[src/rtl/mem_arb_pkg.sv]
// Shared types and constants for the two-requester memory arbiter.
package mem_arb_pkg;

  localparam int ADDR_W_DEF = 13;
  localparam int DATA_W_DEF = 8;

  // Wide enough for the largest access latency (15 cycles).
  localparam int CNT_W = 4;

  // Requester indices: 0 = CPU core, 1 = program loader.
  localparam logic REQ_CPU = 1'b0;
  localparam logic REQ_LDR = 1'b1;

  typedef enum logic [1:0] {
    ST_IDLE   = 2'd0,
    ST_ACCESS = 2'd1,
    ST_DONE   = 2'd2
  } state_e;

endpackage

[src/rtl/mem_arbiter_if.sv]
// Requester and memory-side signals of the arbiter, bundled into one interface.
interface mem_arbiter_if
  import mem_arb_pkg::*;
#(
  parameter int ADDR_W = ADDR_W_DEF,
  parameter int DATA_W = DATA_W_DEF
);

  logic              m0_req,   m1_req;
  logic              m0_we,    m1_we;
  logic [ADDR_W-1:0] m0_addr,  m1_addr;
  logic [DATA_W-1:0] m0_wdata, m1_wdata;
  logic              m0_gnt,   m1_gnt;
  logic              m0_done,  m1_done;
  logic [DATA_W-1:0] m0_rdata, m1_rdata;

  logic              mem_cs;
  logic              mem_we;
  logic [ADDR_W-1:0] mem_addr;
  logic [DATA_W-1:0] mem_wdata;
  logic [DATA_W-1:0] mem_rdata;

  // Arbiter view.
  modport slave (
    input  m0_req, m1_req, m0_we, m1_we, m0_addr, m1_addr, m0_wdata, m1_wdata,
    input  mem_rdata,
    output m0_gnt, m1_gnt, m0_done, m1_done, m0_rdata, m1_rdata,
    output mem_cs, mem_we, mem_addr, mem_wdata
  );

  // Requesters plus memory view.
  modport master (
    output m0_req, m1_req, m0_we, m1_we, m0_addr, m1_addr, m0_wdata, m1_wdata,
    output mem_rdata,
    input  m0_gnt, m1_gnt, m0_done, m1_done, m0_rdata, m1_rdata,
    input  mem_cs, mem_we, mem_addr, mem_wdata
  );

endinterface

[src/rtl/arb_rr2.sv]
// Two-way round-robin pick: a lone request wins, a tie goes to whoever was not served last.
module arb_rr2
  import mem_arb_pkg::*;
(
  input  logic [1:0] req,
  input  logic       last,
  output logic       winner
);

  // Combinational winner selection.
  always_comb begin
    winner = REQ_CPU;
    if (req == 2'b11) begin
      winner = ~last;
    end else if (req[1]) begin
      winner = REQ_LDR;
    end
  end

endmodule

[src/rtl/mem_arbiter.sv]
// Arbitrates two requesters onto one fixed-latency memory port.
// All outputs are registered from the current state, so each output appears
// one cycle after the state that produces it: the ACCESS state therefore starts
// in the gnt cycle and mem_cs is seen for the following MEM_LAT cycles.
module mem_arbiter
  import mem_arb_pkg::*;
#(
  parameter int ADDR_W  = ADDR_W_DEF,
  parameter int DATA_W  = DATA_W_DEF,
  parameter int MEM_LAT = 2
) (
  input logic          clk,
  input logic          rst_n,
  mem_arbiter_if.slave bus
);

  state_e            state_q,     state_d;
  logic [CNT_W-1:0]  cnt_q,       cnt_d;
  logic              last_q,      last_d;
  logic              sel_q,       sel_d;
  logic              we_q,        we_d;
  logic [1:0]        gnt_q,       gnt_d;
  logic [1:0]        done_q,      done_d;
  logic              mem_cs_q,    mem_cs_d;
  logic              mem_we_q,    mem_we_d;
  logic [ADDR_W-1:0] mem_addr_q,  mem_addr_d;
  logic [DATA_W-1:0] mem_wdata_q, mem_wdata_d;
  logic [DATA_W-1:0] rdata0_q,    rdata0_d;
  logic [DATA_W-1:0] rdata1_q,    rdata1_d;

  logic [1:0] req_v;
  logic       winner;

  assign req_v = {bus.m1_req, bus.m0_req};

  arb_rr2 u_arb (
    .req    (req_v),
    .last   (last_q),
    .winner (winner)
  );

  // Next-state and next-output logic of the IDLE -> ACCESS -> DONE sequence.
  always_comb begin
    // NOTE: every signal gets a default before the case so no latch is inferred.
    state_d     = state_q;
    cnt_d       = cnt_q;
    last_d      = last_q;
    sel_d       = sel_q;
    we_d        = we_q;
    mem_addr_d  = mem_addr_q;
    mem_wdata_d = mem_wdata_q;
    rdata0_d    = rdata0_q;
    rdata1_d    = rdata1_q;
    gnt_d       = '0;
    done_d      = '0;
    mem_cs_d    = 1'b0;
    mem_we_d    = 1'b0;

    case (state_q)
      ST_IDLE: begin
        if (|req_v) begin
          // The address/data registers double as the latch for the whole access.
          sel_d         = winner;
          we_d          = winner ? bus.m1_we    : bus.m0_we;
          mem_addr_d    = winner ? bus.m1_addr  : bus.m0_addr;
          mem_wdata_d   = winner ? bus.m1_wdata : bus.m0_wdata;
          gnt_d[winner] = 1'b1;
          cnt_d         = '0;
          state_d       = ST_ACCESS;
        end
      end
      ST_ACCESS: begin
        mem_cs_d = 1'b1;
        mem_we_d = we_q;
        if (cnt_q == CNT_W'(MEM_LAT - 1)) begin
          last_d  = sel_q;
          state_d = ST_DONE;
        end else begin
          cnt_d = cnt_q + CNT_W'(1);
        end
      end
      ST_DONE: begin
        // mem_cs is still visible this cycle (last access cycle), so read data is valid now.
        done_d[sel_q] = 1'b1;
        if (!we_q) begin
          if (sel_q) rdata1_d = bus.mem_rdata;
          else       rdata0_d = bus.mem_rdata;
        end
        state_d = ST_IDLE;
      end
      default: state_d = ST_IDLE;
    endcase
  end

  // State and output registers with synchronous active-low reset.
  always_ff @(posedge clk) begin
    // NOTE: sequential state uses non-blocking assignments so every flop samples pre-edge values.
    if (!rst_n) begin
      state_q     <= ST_IDLE;
      cnt_q       <= '0;
      last_q      <= REQ_LDR;
      sel_q       <= REQ_CPU;
      we_q        <= 1'b0;
      gnt_q       <= '0;
      done_q      <= '0;
      mem_cs_q    <= 1'b0;
      mem_we_q    <= 1'b0;
      mem_addr_q  <= '0;
      mem_wdata_q <= '0;
      rdata0_q    <= '0;
      rdata1_q    <= '0;
    end else begin
      state_q     <= state_d;
      cnt_q       <= cnt_d;
      last_q      <= last_d;
      sel_q       <= sel_d;
      we_q        <= we_d;
      gnt_q       <= gnt_d;
      done_q      <= done_d;
      mem_cs_q    <= mem_cs_d;
      mem_we_q    <= mem_we_d;
      mem_addr_q  <= mem_addr_d;
      mem_wdata_q <= mem_wdata_d;
      rdata0_q    <= rdata0_d;
      rdata1_q    <= rdata1_d;
    end
  end

  assign bus.m0_gnt    = gnt_q[0];
  assign bus.m1_gnt    = gnt_q[1];
  assign bus.m0_done   = done_q[0];
  assign bus.m1_done   = done_q[1];
  assign bus.m0_rdata  = rdata0_q;
  assign bus.m1_rdata  = rdata1_q;
  assign bus.mem_cs    = mem_cs_q;
  assign bus.mem_we    = mem_we_q;
  assign bus.mem_addr  = mem_addr_q;
  assign bus.mem_wdata = mem_wdata_q;

endmodule

[src/flat_wrapper.sv]
// flat-port wrapper written by rule: the top's interface ports become plain ports
module mem_arbiter_flat import mem_arb_pkg::*;
#(
  parameter int ADDR_W  = ADDR_W_DEF,
  parameter int DATA_W  = DATA_W_DEF,
  parameter int MEM_LAT = 2
)
  (clk, rst_n, bus_m0_req, bus_m1_req, bus_m0_we, bus_m1_we, bus_m0_addr, bus_m1_addr, bus_m0_wdata, bus_m1_wdata, bus_mem_rdata, bus_m0_gnt, bus_m1_gnt, bus_m0_done, bus_m1_done, bus_m0_rdata, bus_m1_rdata, bus_mem_cs, bus_mem_we, bus_mem_addr, bus_mem_wdata);
  mem_arbiter_if #(.ADDR_W(ADDR_W), .DATA_W(DATA_W)) bus_i ();
  input logic clk;
  input logic rst_n;
  input wire logic [$bits(bus_i.m0_req)-1:0] bus_m0_req;
  input wire logic [$bits(bus_i.m1_req)-1:0] bus_m1_req;
  input wire logic [$bits(bus_i.m0_we)-1:0] bus_m0_we;
  input wire logic [$bits(bus_i.m1_we)-1:0] bus_m1_we;
  input wire logic [$bits(bus_i.m0_addr)-1:0] bus_m0_addr;
  input wire logic [$bits(bus_i.m1_addr)-1:0] bus_m1_addr;
  input wire logic [$bits(bus_i.m0_wdata)-1:0] bus_m0_wdata;
  input wire logic [$bits(bus_i.m1_wdata)-1:0] bus_m1_wdata;
  input wire logic [$bits(bus_i.mem_rdata)-1:0] bus_mem_rdata;
  output wire logic [$bits(bus_i.m0_gnt)-1:0] bus_m0_gnt;
  output wire logic [$bits(bus_i.m1_gnt)-1:0] bus_m1_gnt;
  output wire logic [$bits(bus_i.m0_done)-1:0] bus_m0_done;
  output wire logic [$bits(bus_i.m1_done)-1:0] bus_m1_done;
  output wire logic [$bits(bus_i.m0_rdata)-1:0] bus_m0_rdata;
  output wire logic [$bits(bus_i.m1_rdata)-1:0] bus_m1_rdata;
  output wire logic [$bits(bus_i.mem_cs)-1:0] bus_mem_cs;
  output wire logic [$bits(bus_i.mem_we)-1:0] bus_mem_we;
  output wire logic [$bits(bus_i.mem_addr)-1:0] bus_mem_addr;
  output wire logic [$bits(bus_i.mem_wdata)-1:0] bus_mem_wdata;
  assign bus_i.m0_req = bus_m0_req;
  assign bus_i.m1_req = bus_m1_req;
  assign bus_i.m0_we = bus_m0_we;
  assign bus_i.m1_we = bus_m1_we;
  assign bus_i.m0_addr = bus_m0_addr;
  assign bus_i.m1_addr = bus_m1_addr;
  assign bus_i.m0_wdata = bus_m0_wdata;
  assign bus_i.m1_wdata = bus_m1_wdata;
  assign bus_i.mem_rdata = bus_mem_rdata;
  assign bus_m0_gnt = bus_i.m0_gnt;
  assign bus_m1_gnt = bus_i.m1_gnt;
  assign bus_m0_done = bus_i.m0_done;
  assign bus_m1_done = bus_i.m1_done;
  assign bus_m0_rdata = bus_i.m0_rdata;
  assign bus_m1_rdata = bus_i.m1_rdata;
  assign bus_mem_cs = bus_i.mem_cs;
  assign bus_mem_we = bus_i.mem_we;
  assign bus_mem_addr = bus_i.mem_addr;
  assign bus_mem_wdata = bus_i.mem_wdata;
  mem_arbiter #(.ADDR_W(ADDR_W), .DATA_W(DATA_W), .MEM_LAT(MEM_LAT)) u_core (.clk(clk), .rst_n(rst_n), .bus(bus_i));
endmodule
[config.mk]
export PLATFORM = sky130hd
export DESIGN_NAME = mem_arbiter_flat
export DESIGN_NICKNAME = d
export VERILOG_FILES = /design/src/rtl/mem_arb_pkg.sv /design/src/rtl/mem_arbiter_if.sv /design/src/rtl/arb_rr2.sv /design/src/rtl/mem_arbiter.sv /design/src/flat_wrapper.sv
export SDC_FILE = /design/constraint.sdc
export NUM_CORES = 1
export LEC_CHECK = 0
export ABC_CLOCK_PERIOD_IN_PS = 1800
export BUFFER_PORTS_ARGS = -buffer_cell sky130_fd_sc_hd__buf_2
export CORE_MARGIN = 2
export CORE_UTILIZATION = 46
export DETAILED_ROUTE_END_ITERATION = 12
export GPL_ROUTABILITY_DRIVEN = 0
export HOLD_SLACK_MARGIN = 0.08
export MAX_ROUTING_LAYER = met4
export PLACE_DENSITY = 0.78
export SETUP_SLACK_MARGIN = 0.2
export SLEW_MARGIN = 20
export SYNTH_ARGS = -nofsm -noshare
export SYNTH_HDL_FRONTEND = slang
export SYNTH_SLANG_ARGS = --single-unit
[constraint.sdc]
create_clock -name clk -period 1.8 [get_ports clk]
set_input_delay 0.36 -clock clk [delete_from_list [all_inputs] [get_ports clk]]
set_output_delay 0.36 -clock clk [all_outputs]
set_load 0.05 [all_outputs]
==> summary.txt, run 1 <==
Die
  – Core ar.: between 0.004 and 0.005 mm²
  – Die area: 0.00537 mm²
  – Die Wd: between 70 and 80 µm
  – Top Ports: 99
  – Rows: 25
  – Starting Density: 47.4%
  – Die Y: about 73 µm

Detailed routing
  – DR vias: 2004
  – WL/cell: roughly 13 µm
  – TritonRoute pass-1 iters: 4
  – Vias per cell: roughly 5.3
  – Post-route DRC: 0
  – Post-route ant nets: 0
  – Initial DRC count: approximately 110
  – WL final: 5010 µm

Yosys
  – Area of the mapped netlist: 0.00221 mm²
  – Dominant synthesized flop cell: dfxtp_1
  – Mapped Cells: 227
  – Seq/Total Area, Yosys: a little under half
  – Post-synth EDFFs: 0
  – Post-Syn Nets: ~290
  – #FFs+latches synth: between 50 and 60
  – Ys Warns: 0
  – Synth unique cells: 39
  – FFs w/ async S/R, synth: 0%
  – Average size of a mapped cell: a little under 10 µm²

GRT
  – Largest net degree at the start of global routing: 26
  – GR Layer Usage met1: 24.2%
  – Busiest grt layer: met2
  – Vias in the first global route: roughly 1800
  – GRT met3 Usage: around 4.3%
  – Initial antenna violation count: 0
  – Met2 Use GR: a little under a third
  – Grt ovf: 0
  – GRT Util Overall: about a fifth
  – Wire length of the first global-routing pass: between 8000 and 9000 µm

Setup path
  – Crit path cell chain: inv_1 > ha_1 > or3b_2 > a221oi_2 > nor3_1
  – Crit path capture type: register
  – Worst Setup Start Kind: register
  – Worst reg2reg path depth: 5
  – Arr. time, crit path: between 1500 and 2000 ps
  – Slowest CP cell: or3b_2
  – Crit path max fanout: 4
  – Crit Path Category: register to register
  – CP peak stage delay: roughly 500 ps
  – Req. time, crit path: between 1500 and 2000 ps

Pwr
  – Leakage: about 1.3 nW
  – Worst vdd ir: approximately 0.61 mV
  – PD cells: around 940 mW/mm²

Finish
  – Area Growth Syn to Fin: 29.3%
  – Final Instance Area: about 0.0029 mm²
  – Filler cell count: ~400
  – Fin cells: 375
  – Antenna diodes: 0
  – Layout cells sized above 1: approximately two fifths
  – Nets: 380

Clock tree
  – Postcts setup bufs: 0
  – Clock sink count: 52
  – Max clock buf depth: 2
  – Post-CTS Resized: 2
  – H-tree levels: 2
  – Number of buffers created by CTS: 5
  – Worst-Skew Late Latency: ~290 ps
  – CTS clk-pin slew, worst paths: about 80 ps
  – Hold Buf Count CTS: 0
  – Clock Root Buffer: clkbuf_8
  – TritonCTS clock tree: built

Timing
  – Fin crit share: about 85%
  – Max-slew violations: 0
  – Fin crit period: between 1500 and 2000 ps
  – Setup_tns: 0 ps
  – Worst Clk Skew: around 3.5 ps
  – Fmax: 653 MHz
  – Setup repair after global routing missed its margin: yes
  – Final hold vios: 0
  – Slew HR: 64.5%
  – Worst Tran Pin Value: around 530 ps
  – Final setup viols: 0

Place
  – Port buffer count: 98
  – Placed insts: roughly 370
  – DP Wirelength: 3690 µm
  – Placement Cell Area: approximately 0.0027 mm²

Min path
  – Hold path cells: 3
  – Hold Crit Class: primary input to register

Outcome
  – Status: finished clean

Flow run
  – Max Cap Viol: 0
## per-stage QoR
stage	total power (W)	util, %	setup slack (ps)	hold WS [ps]
after floorplan	0.00179	-	376	459
final	0.00269	61.2	269	308
after CTS	0.00271	61.0	215	301
after global placement	0.00196	58.6	145	442
after detailed placement	0.00197	58.6	84.3	447
after global routing	0.00281	61.2	196	301
## power by group
| group | total, W | internal [W] | leakage (nW) | switching [W] |
|---|---|---|---|---|
| logic | 0.000677 | 0.000221 | 0.787 | 0.000455 |
| clock network | 0.000741 | 0.000399 | 0.0501 | 0.000342 |
| registers | 0.00128 | 0.00123 | 0.426 | 0.0000477 |
## registers in the layout (all words and copies together), names as in the netlist
signal,cells
u_core.gnt_q,2
u_core.bus.mem_addr,13
u_core.bus.mem_we,1
u_core.cnt_q,4
u_core.done_q,2
u_core.bus.m0_rdata,8
u_core.sel_q,1
u_core.we_q,1
u_core.bus.m1_rdata,8
u_core.bus.mem_wdata,8
u_core.last_q,1
u_core.bus.mem_cs,1
u_core.state_q,2
## cell usage in the layout (no fill, tap or decap), types with 2 or more instances in the layout
master and count:
and3_1 3, nor3_1 2, ha_1 2, mux2i_1 30, o21ai_0 2, dfxtp_1 51, clkbuf_8 5, o221ai_1 3
a21oi_1 31, or4_1 2, buf_2 98, nand3_1 4, nand2_1 18, a211oi_1 22, inv_1 2, buf_4 10
nor4_1 2, nor2_4 2, nor2_1 11
## final timing paths
path / to / slack [ps] / start
worst min register to register: u_core.bus.m0_rdata[6] / 460 / u_core.bus.m0_rdata[6]
worst max-delay path: u_core.cnt_q[2] / 270 / u_core.cnt_q[1]
worst min-delay path: u_core.bus.m0_rdata[6] / 310 / bus_mem_rdata[6]
worst max register to register: u_core.cnt_q[2] / 270 / u_core.cnt_q[1]
## critical path, delay by kind of cell (launching register included)
family                     cells  cell delay [ps]
DFF                            1              350
and+or+nand+nor                2              590
adders and majority gates      1              150
AOI/OAI and AO/OA              1              270
buffers and inverters          1               60
## area by class of cell
class,instances,area [µm²],share of cell area [%]
Clock buffer,5,68.8,2.41
Timing Repair Buffer,108,566,19.8
Tap cell,54,67.6,2.37
Multi-Input combinational cell,152,1070,37.4
Sequential cell,52,1040,36.5
Inverter,3,11.3,0.395
Clock inverter,1,30.0,1.05
## cell usage after synthesis (all sizes together) (2+ instances only)
master,count,share of area [%]
and3,3,0.85
or4,2,0.68
o21ai,2,0.45
a21boi,2,0.68
buf,15,4.9
nand2,18,3.1
dfxtp,52,47
or2,2,0.57
a211oi,22,7.5
a21oi,31,7.0
o221ai,3,1.2
nor4b,2,1.1
ha,2,1.1
nor4,2,0.57
inv,3,0.51
nor2,13,2.3
nor3,2,0.45
nand3,4,0.91
clkbuf,5,0.85
mux2i,30,14
## per-layer routing
layer	vias to the layer above	wire length, µm
met5	-	0
met4	0	67
met3	8	305
met2	78	2440
met1	910	2200
li1	1008	-
## cell families (layout without fill, tap and decap cells)
group	Yosys count	count (layout)	share of synthesized area, %
AO/OA/AOI/OAI	64	64	18.1
AND/OR/NAND/NOR	56	56	13.7
flip-flops	52	52	47.2
multiplexers	30	30	13.6
buffers and inverters	23	117	6.29
adder cells (fa/ha/maj)	2	2	1.13
Power figures use the tool's default switching activity.
==> run 2, diff against run 1 <==
--- a/config.mk
+++ b/config.mk
@@ -5,6 +5,7 @@
 export SDC_FILE = /design/constraint.sdc
 export NUM_CORES = 1
 export LEC_CHECK = 0
+export ABC_AREA = 1
 export ABC_CLOCK_PERIOD_IN_PS = 1800
 export BUFFER_PORTS_ARGS = -buffer_cell sky130_fd_sc_hd__buf_2
 export CORE_MARGIN = 2
==> run 2 against run 1 <==
Effect of this change: sequential power barely moved; combinational power rose by 3%; register-to-register slack improved by 160 ps; worst hold slack got worse by 7.4 ps; sequential cell count did not move.
==> summary.txt, run 2 <==
Outcome
  – Status: finished clean (unchanged)

GRT
  – GRT Util Overall: 20.2% (was 19.5%)
  – GR Layer Usage met1: 26.0% (was 24.2%)
  – Grt ovf: 0 (unchanged)
  – Vias in the first global route: 2017 (was 1794)
  – Met2 Use GR: 32.8% (was 31.6%)
  – Wire length of the first global-routing pass: 8580 µm (was 8020 µm)
  – Initial antenna violation count: 0 (unchanged)
  – Busiest grt layer: met2 (unchanged)
  – GRT met3 Usage: 3.57% (was 4.25%)
  – Largest net degree at the start of global routing: 47 (was 26)

Timing
  – Slew HR: 61.8% (was 64.5%)
  – Max-slew violations: 0 (unchanged)
  – Fmax: 728 MHz (was 653 MHz)
  – Final hold vios: 0 (unchanged)
  – Fin crit period: 1370 ps (was 1530 ps)
  – Fin crit share: 76.3% (was 85.0%)
  – Worst Tran Pin Value: 568 ps (was 532 ps)
  – Worst Clk Skew: 6.70 ps (was 3.49 ps)
  – Final hold slack: 300 ps (was 308 ps)
  – Final setup viols: 0 (unchanged)
  – Setup repair after global routing missed its margin: no (was yes)
  – Setup_tns: 0 ps (unchanged)

Yosys
  – Synth cell count leaders: 80 x nand2_1, 52 x dfxtp_1, 39 x nor2_1, 30 x inv_1 (was 52 x dfxtp_1, 31 x a21oi_1, 30 x mux2i_1, 22 x a211oi_1, 18 x nand2_1)
  – FFs w/ async S/R, synth: 0% (unchanged)
  – Share of the synthesized area in the top cell type: 47.1% (was 47.2%)
  – #FFs+latches synth: 52 (unchanged)
  – Area of the mapped netlist: 0.00221 mm² (about the same)
  – Ys Warns: 0 (unchanged)
  – Most frequent cell after synthesis: nand2_1 (was dfxtp_1)
  – Post-synth EDFFs: 0 (unchanged)
  – Average size of a mapped cell: 7.15 µm² (was 9.72 µm²)
  – Synth unique cells: 25 (was 39)
  – Post-Syn Nets: 367 (was 285)
  – Seq/Total Area, Yosys: 47.1% (was 47.2%)
  – Dominant synthesized flop cell: dfxtp_1 (unchanged)
  – Synth area leader: dfxtp_1 (unchanged)
  – Ranking of synthesized cells by area: dfxtp_1 47%, nand2_1 14%, nor2_1 6.6% (was dfxtp_1 47%, mux2i_1 14%, a211oi_1 7.5%)
  – Mapped Cells: 309 (was 227)

Setup path
  – CP peak stage delay: 420 ps (was 510 ps)
  – Crit path capture type: register (unchanged)
  – Crit path max fanout: 46 (was 4)
  – Arr. time, crit path: 1610 ps (was 1710 ps)
  – Req. time, crit path: 2030 ps (was 1980 ps)
  – Crit Path Category: register to register (unchanged)
  – Crit path cell chain: nor2_2 > inv_2 > nor2_8 > nand2_1 > o22ai_1 (was inv_1 > ha_1 > or3b_2 > a221oi_2 > nor3_1)
  – Slowest CP cell: nor2_8 (was or3b_2)
  – Worst Setup Start Kind: register (unchanged)

Detailed routing
  – Vias per cell: 4.86 (was 5.34)
  – TritonRoute pass-1 iters: 4 (unchanged)
  – WL/cell: 11.1 µm (was 13.4 µm)
  – Post-route ant nets: 0 (unchanged)
  – WL final: 5100 µm (was 5010 µm)
  – DR vias: 2229 (was 2004)
  – Post-route DRC: 0 (unchanged)
  – Initial DRC count: 150 (was 106)

Die
  – Core ar.: 0.00469 mm² (was 0.00466 mm²)
  – Die area: 0.00537 mm² (about the same)
  – Die Y: 73.3 µm (about the same)
  – Starting Density: 47.1% (was 47.4%)
  – Rows: 25 (unchanged)
  – Top Ports: 99 (unchanged)
  – Die Wd: 73.3 µm (about the same)

Finish
  – Nets: 462 (was 380)
  – Area Growth Syn to Fin: 27.1% (was 29.3%)
  – Filler cell count: 467 (was 399)
  – Area of the multi-input gates: 941 µm² (was 0.00107 mm²)
  – Commonest non-fill, non-tap cell in the layout: buf_2 (unchanged)
  – Layout cells sized above 1: 29.6% (was 39.3%)
  – Largest register FFs: 13 (unchanged)
  – Antenna diodes: 0 (unchanged)
  – Most frequent cells in the layout: 98 x buf_2, 80 x nand2_1, 52 x dfxtp_1 (was 98 x buf_2, 51 x dfxtp_1, 31 x a21oi_1)
  – FF/Latch Area: 0.00104 mm² (about the same)

Place
  – DP Wirelength: 3730 µm (was 3690 µm)
  – Port buffer count: 98 (unchanged)

Clock tree
  – H-tree levels: 2 (unchanged)
  – Number of buffers created by CTS: 5 (unchanged)
  – Post-CTS Resized: 0 (was 2)
  – Worst-Skew Late Latency: 300 ps (was 290 ps)
  – CTS clk-pin slew, worst paths: 100 ps (was 80 ps)
  – Clock Root Buffer: clkbuf_8 (unchanged)
  – TritonCTS clock tree: built (unchanged)
  – Clock sink count: 52 (unchanged)
  – Postcts setup bufs: 0 (unchanged)
  – Hold Buf Count CTS: 0 (unchanged)
  – Max clock buf depth: 2 (unchanged)

Pwr
  – PD cells: 985 mW/mm² (was 944 mW/mm²)
  – Leakage: 1.49 nW (was 1.26 nW)
  – Clock power frac: 28.5% (was 27.5%)
  – Pint: 0.00184 W (was 0.00185 W)
  – P_sw: 0.000929 W (was 0.000845 W)
  – Register share of total power: 46.4% (was 47.4%)
  – Sw frac: 33.5% (was 31.4%)
  – Worst vdd ir: 0.532 mV (was 0.614 mV)
  – Comb power frac: 25.1% (about the same)

Min path
  – Hold Crit Class: primary input to register (unchanged)

Flow run
  – Max Cap Viol: 0 (unchanged)
-- run 2: changes by cell type after synthesis, sizes merged, moves of 3 or more --
| cell | previous run | this run |
|---|---|---|
| and3 | 3 | 0 |
| a21oi | 31 | 27 |
| mux2i | 30 | 0 |
| clkinv | 0 | 4 |
| nand2 | 18 | 81 |
| buf | 15 | 9 |
| o221ai | 3 | 0 |
| o21ai | 2 | 39 |
| inv | 3 | 34 |
| nor2 | 13 | 44 |
| a211oi | 22 | 0 |
| nand3 | 4 | 8 |
-- run 2: worst max-delay path, delay by kind of cell, from the launching register on --
family	cells	cell delay [ps]
buffers and inverters	1	70
AO/OA/AOI/OAI	1	130
AND/OR/NAND/NOR	3	740
flip-flops	1	350
-- run 2: worst paths after layout --
path,startpoint,endpoint,slack [ps],depth (start not counted)
min reg2reg,u_core.bus.m1_rdata[2],u_core.bus.m1_rdata[2],490,2
max,u_core.state_q[1],u_core.sel_q,430,5
max reg2reg,u_core.state_q[1],u_core.sel_q,430,5
min,bus_m0_wdata[5],u_core.bus.mem_wdata[5],300,3
-- run 2: layout make-up --
type	count	area share, %
Clock buffer	5	2.45
Clock inverter	3	1.51
Inverter	38	5.08
Multi-Input combinational cell	207	33.5
Sequential cell	52	37.1
Tap cell	54	2.41
Timing Repair Buffer	100	18.0
-- run 2: through the flow --
stage | instances | cell area [µm²] | util [%] | setup WS [ps] | power, W
3_5_place_dp | 451 | 2700 | 57.5 | 404 | 0.00201
4_1_cts | 459 | 2810 | 59.9 | 414 | 0.00279
5_1_grt | 459 | 2810 | 59.9 | 229 | 0.00291
3_3_place_gp | 451 | 2700 | 57.5 | 447 | 0.00199
2_1_floorplan | 309 | 2210 | - | 728 | 0.00184
6_report | 459 | 2810 | 59.9 | 427 | 0.00277
-- run 2: cells by family (layout without fill, tap and decap cells) --
logic type,after synthesis,after routing,share of synthesized area (%)
AO/OA/AOI/OAI,68,68,15.6
adder cells (fa/ha/maj),2,2,1.13
buffers and inverters,50,146,10.3
flip-flops,52,52,47.1
AND/OR/NAND/NOR,137,137,25.9
-- run 2: power groups by stage --
stage | combinational (W) | sequential [W] | clock, W
floorplan | 0.000292 | 0.00155 | 0
detailed placement | 0.000700 | 0.00131 | 0
finish | 0.000694 | 0.00128 | 0.000790
global placement | 0.000685 | 0.00131 | 0
CTS | 0.000701 | 0.00128 | 0.000803
global route | 0.000769 | 0.00129 | 0.000845
-- run 2: per-layer routing --
layer	wire length, µm	part of all wire [%]
met4	58	1.1
met2	2420	47
met5	0	0
met1	2310	45
met3	314	6.2
==> run 3, diff against run 2 <==
--- a/config.mk
+++ b/config.mk
@@ -6,15 +6,15 @@
 export NUM_CORES = 1
 export LEC_CHECK = 0
 export ABC_AREA = 1
-export ABC_CLOCK_PERIOD_IN_PS = 1800
+export ABC_CLOCK_PERIOD_IN_PS = 1100
 export BUFFER_PORTS_ARGS = -buffer_cell sky130_fd_sc_hd__buf_2
 export CORE_MARGIN = 2
-export CORE_UTILIZATION = 46
+export CORE_UTILIZATION = 42
 export DETAILED_ROUTE_END_ITERATION = 12
 export GPL_ROUTABILITY_DRIVEN = 0
 export HOLD_SLACK_MARGIN = 0.08
 export MAX_ROUTING_LAYER = met4
-export PLACE_DENSITY = 0.78
+export PLACE_DENSITY = 0.75
 export SETUP_SLACK_MARGIN = 0.2
 export SLEW_MARGIN = 20
 export SYNTH_ARGS = -nofsm -noshare
==> constraint.sdc (replaced) <==
create_clock -name clk -period 1.1 [get_ports clk]
set_input_delay 0.22 -clock clk [delete_from_list [all_inputs] [get_ports clk]]
set_output_delay 0.22 -clock clk [all_outputs]
set_load 0.05 [all_outputs]
==> run 3 against run 2 <==
Effect of this change: the run now ends with setup timing left; sequential cell count unchanged; via count up 12%; die area up 9.0%; critical path type unchanged; largest power group unchanged; worst hold slack worse by 160 ps; critical path depth up 2; sequential power up 72%.
==> summary.txt, run 3 (synthesized netlist as in run 2, its figures left out) <==
Clock tree
  – Max clock buf depth: 2 (unchanged)
  – Clock sink count: 52 (unchanged)
  – CTS clk-pin slew, worst paths: 110 ps (was 100 ps)
  – Number of buffers created by CTS: 5 (unchanged)
  – Clock Root Buffer: clkbuf_8 (unchanged)
  – H-tree levels: 2 (unchanged)
  – Worst-Skew Late Latency: 320 ps (was 300 ps)
  – TritonCTS clock tree: built (unchanged)

Pwr
  – PD cells: 1330 mW/mm² (was 985 mW/mm²)
  – Comb power frac: 33.3% (was 25.1%)
  – Pint: 0.00323 W (was 0.00184 W)
  – P_sw: 0.00183 W (was 0.000929 W)
  – Worst vdd ir: 0.905 mV (was 0.532 mV)
  – Clock power frac: 23.2% (was 28.5%)
  – Sw frac: 36.1% (was 33.5%)
  – Register share of total power: 43.5% (was 46.4%)
  – Power consumption: 0.00506 W (was 0.00277 W)
  – Leakage: 1.78 nW (was 1.49 nW)

Die
  – Die Y: 76.5 µm (was 73.3 µm)
  – Core ar.: 0.00511 mm² (was 0.00469 mm²)
  – Starting Density: 43.3% (was 47.1%)
  – Rows: 26 (was 25)
  – Top Ports: 99 (unchanged)
  – Die area: 0.00586 mm² (was 0.00537 mm²)
  – Die Wd: 76.5 µm (was 73.3 µm)

Detailed routing
  – WL/cell: 14.9 µm (was 11.1 µm)
  – Initial DRC count: 97 (was 150)
  – TritonRoute pass-1 iters: 4 (unchanged)
  – DR vias: 2499 (was 2229)
  – WL final: 7440 µm (was 5100 µm)
  – Post-route DRC: 0 (unchanged)
  – Vias per cell: 5.01 (was 4.86)
  – Post-route ant nets: 0 (unchanged)

Setup path
  – Slowest CP cell: dfxtp_4 (was nor2_8)
  – Crit path capture type: register (unchanged)
  – CP top delay family: simple AND/OR/NAND/NOR gates (unchanged)
  – Crit path cell chain: inv_4 > nor2_4 > buf_6 > nand3_4 > inv_6 > nor2_1 > nor2_1 (was nor2_2 > inv_2 > nor2_8 > nand2_1 > o22ai_1)
  – Req. time, crit path: 1350 ps (was 2030 ps)
  – Arr. time, crit path: 1490 ps (was 1610 ps)
  – Crit Path Category: register to register (unchanged)
  – Worst Setup Start Kind: register (unchanged)
  – Crit path max fanout: 8 (was 46)
  – CP Buf/Inv Count: 3 (was 1)
  – CP most frequent cell: nor2_1
  – CP peak stage delay: 390 ps (was 420 ps)

Finish
  – Antenna diodes: 0 (unchanged)
  – Fin cells: 499 (was 459)
  – Commonest non-fill, non-tap cell in the layout: nand2_1 (was buf_2)
  – Largest register FFs: 13 (unchanged)
  – Area Growth Syn to Fin: 71.7% (was 27.1%)
  – Final Util: 74.3% (was 59.9%)
  – Most frequent cells in the layout: 75 x nand2_1, 55 x buf_2, 46 x dfxtp_2 (was 98 x buf_2, 80 x nand2_1, 52 x dfxtp_1)
  – Nets: 486 (was 462)
  – Layout cells sized above 1: 53.8% (was 29.6%)

GRT
  – Vias in the first global route: 2292 (was 2017)
  – Grt ovf: 0 (unchanged)
  – Initial antenna violation count: 0 (unchanged)
  – Largest net degree at the start of global routing: 28 (was 47)
  – Wire length of the first global-routing pass: 10600 µm (was 8580 µm)
  – GRT Util Overall: 22.9% (was 20.2%)

Place
  – DP Wirelength: 3890 µm (was 3730 µm)
  – Port buffer count: 98 (unchanged)
  – Worst Setup Slack post-DPL: -68.0 ps (was 404 ps)
  – Placed insts: 475 (was 451)

Timing
  – Max-slew violations: 0 (unchanged)
  – Setup_tns: -2220 ps (was 0 ps)
  – Worst Tran Pin Value: 574 ps (was 568 ps)
  – Fin worst setup slack: -132 ps (was 427 ps)
  – Fin crit share: 112% (was 76.3%)
  – Worst Clk Skew: 11.7 ps (was 6.70 ps)
  – Slew HR: 61.3% (was 61.8%)
  – Final hold vios: 0 (unchanged)
  – Fmax: 812 MHz (was 728 MHz)
  – Final setup viols: 41 (was 0)
  – Setup repair after global routing missed its margin: yes (was no)
  – Fin crit period: 1230 ps (was 1370 ps)

Outcome
  – Status: complete, but fails checks (was finished clean)
  – Violated checks: setup timing

Min path
  – Hold Crit Class: primary input to register (unchanged)

Flow run
  – Max Cap Viol: 0 (unchanged)
## run 3: changes by cell type in the layout (fill, tap and decap cells not counted), moves of 6 or more
cell / change
nor2_1: -6
buf_4: +13
dfxtp_1: -50
dfxtp_2: +46
inv_1: -6
buf_8: +43
buf_2: -43
o21ai_2: +15
o21ai_0: -19
## run 3: final cells by class
cell class              instances  area (µm²)
clock buffers                   5        68.8
clock inverters                 3        26.3
fillers                       349        1310
inverters                      38         164
multi-input cells             209        1150
flip-flops and latches         52        1110
well taps                      70        87.6
repair buffers                122        1190
## run 3: final timing paths
path | slack (ps) | endpoint | cells after the start | start
min | 140 | u_core.bus.mem_addr[9] | 3 | bus_m0_addr[9]
min reg2reg | 510 | u_core.bus.m1_rdata[2] | 2 | u_core.bus.m1_rdata[2]
max | -130 | u_core.bus.m1_rdata[4] | 7 | u_core.state_q[1]
max reg2reg | -130 | u_core.bus.m1_rdata[4] | 7 | u_core.state_q[1]
## run 3: worst min-delay path, cell delays in order
cell	delay [ps]
buf_2	90
nand2_1	50
a21oi_1	50
## run 3: stage by stage
stage          hold WS (ps)  cell area, µm²
3_5_place_dp            452            2840
5_1_grt                 119            3790
3_3_place_gp            443            2840
4_1_cts                 128            3460
2_1_floorplan           346            2240
6_report                136            3790
## run 3: what timing repair did
item	4_1_cts	5_1_grt
gates resized for setup	181	55
hold buffers	0	0
endpoints found under the setup margin	93	94
buffers inserted	0	12
cloned	0	4
pin swaps	1	10
## run 3: power by group through the flow
| stage | clock network, W | logic [W] | registers (W) |
|---|---|---|---|
| after CTS | 0.00119 | 0.00148 | 0.00218 |
| after floorplan | 0 | 0.000496 | 0.00254 |
| after global placement | 0 | 0.00122 | 0.00215 |
| after global routing | 0.00129 | 0.00181 | 0.00222 |
| after detailed placement | 0 | 0.00124 | 0.00215 |
| final | 0.00117 | 0.00169 | 0.00220 |
## run 3: routing by layer
layer | track usage [%] | part of all wire (%) | wire [µm] | up-vias
li1 | - | - | - | 1217
met1 | 25.6 | 38 | 2830 | 1160
met2 | 40.2 | 55 | 4060 | 109
met3 | 5.81 | 5.6 | 413 | 13
met4 | 6.91 | 1.8 | 136 | 0
met5 | - | 0 | 0 | -
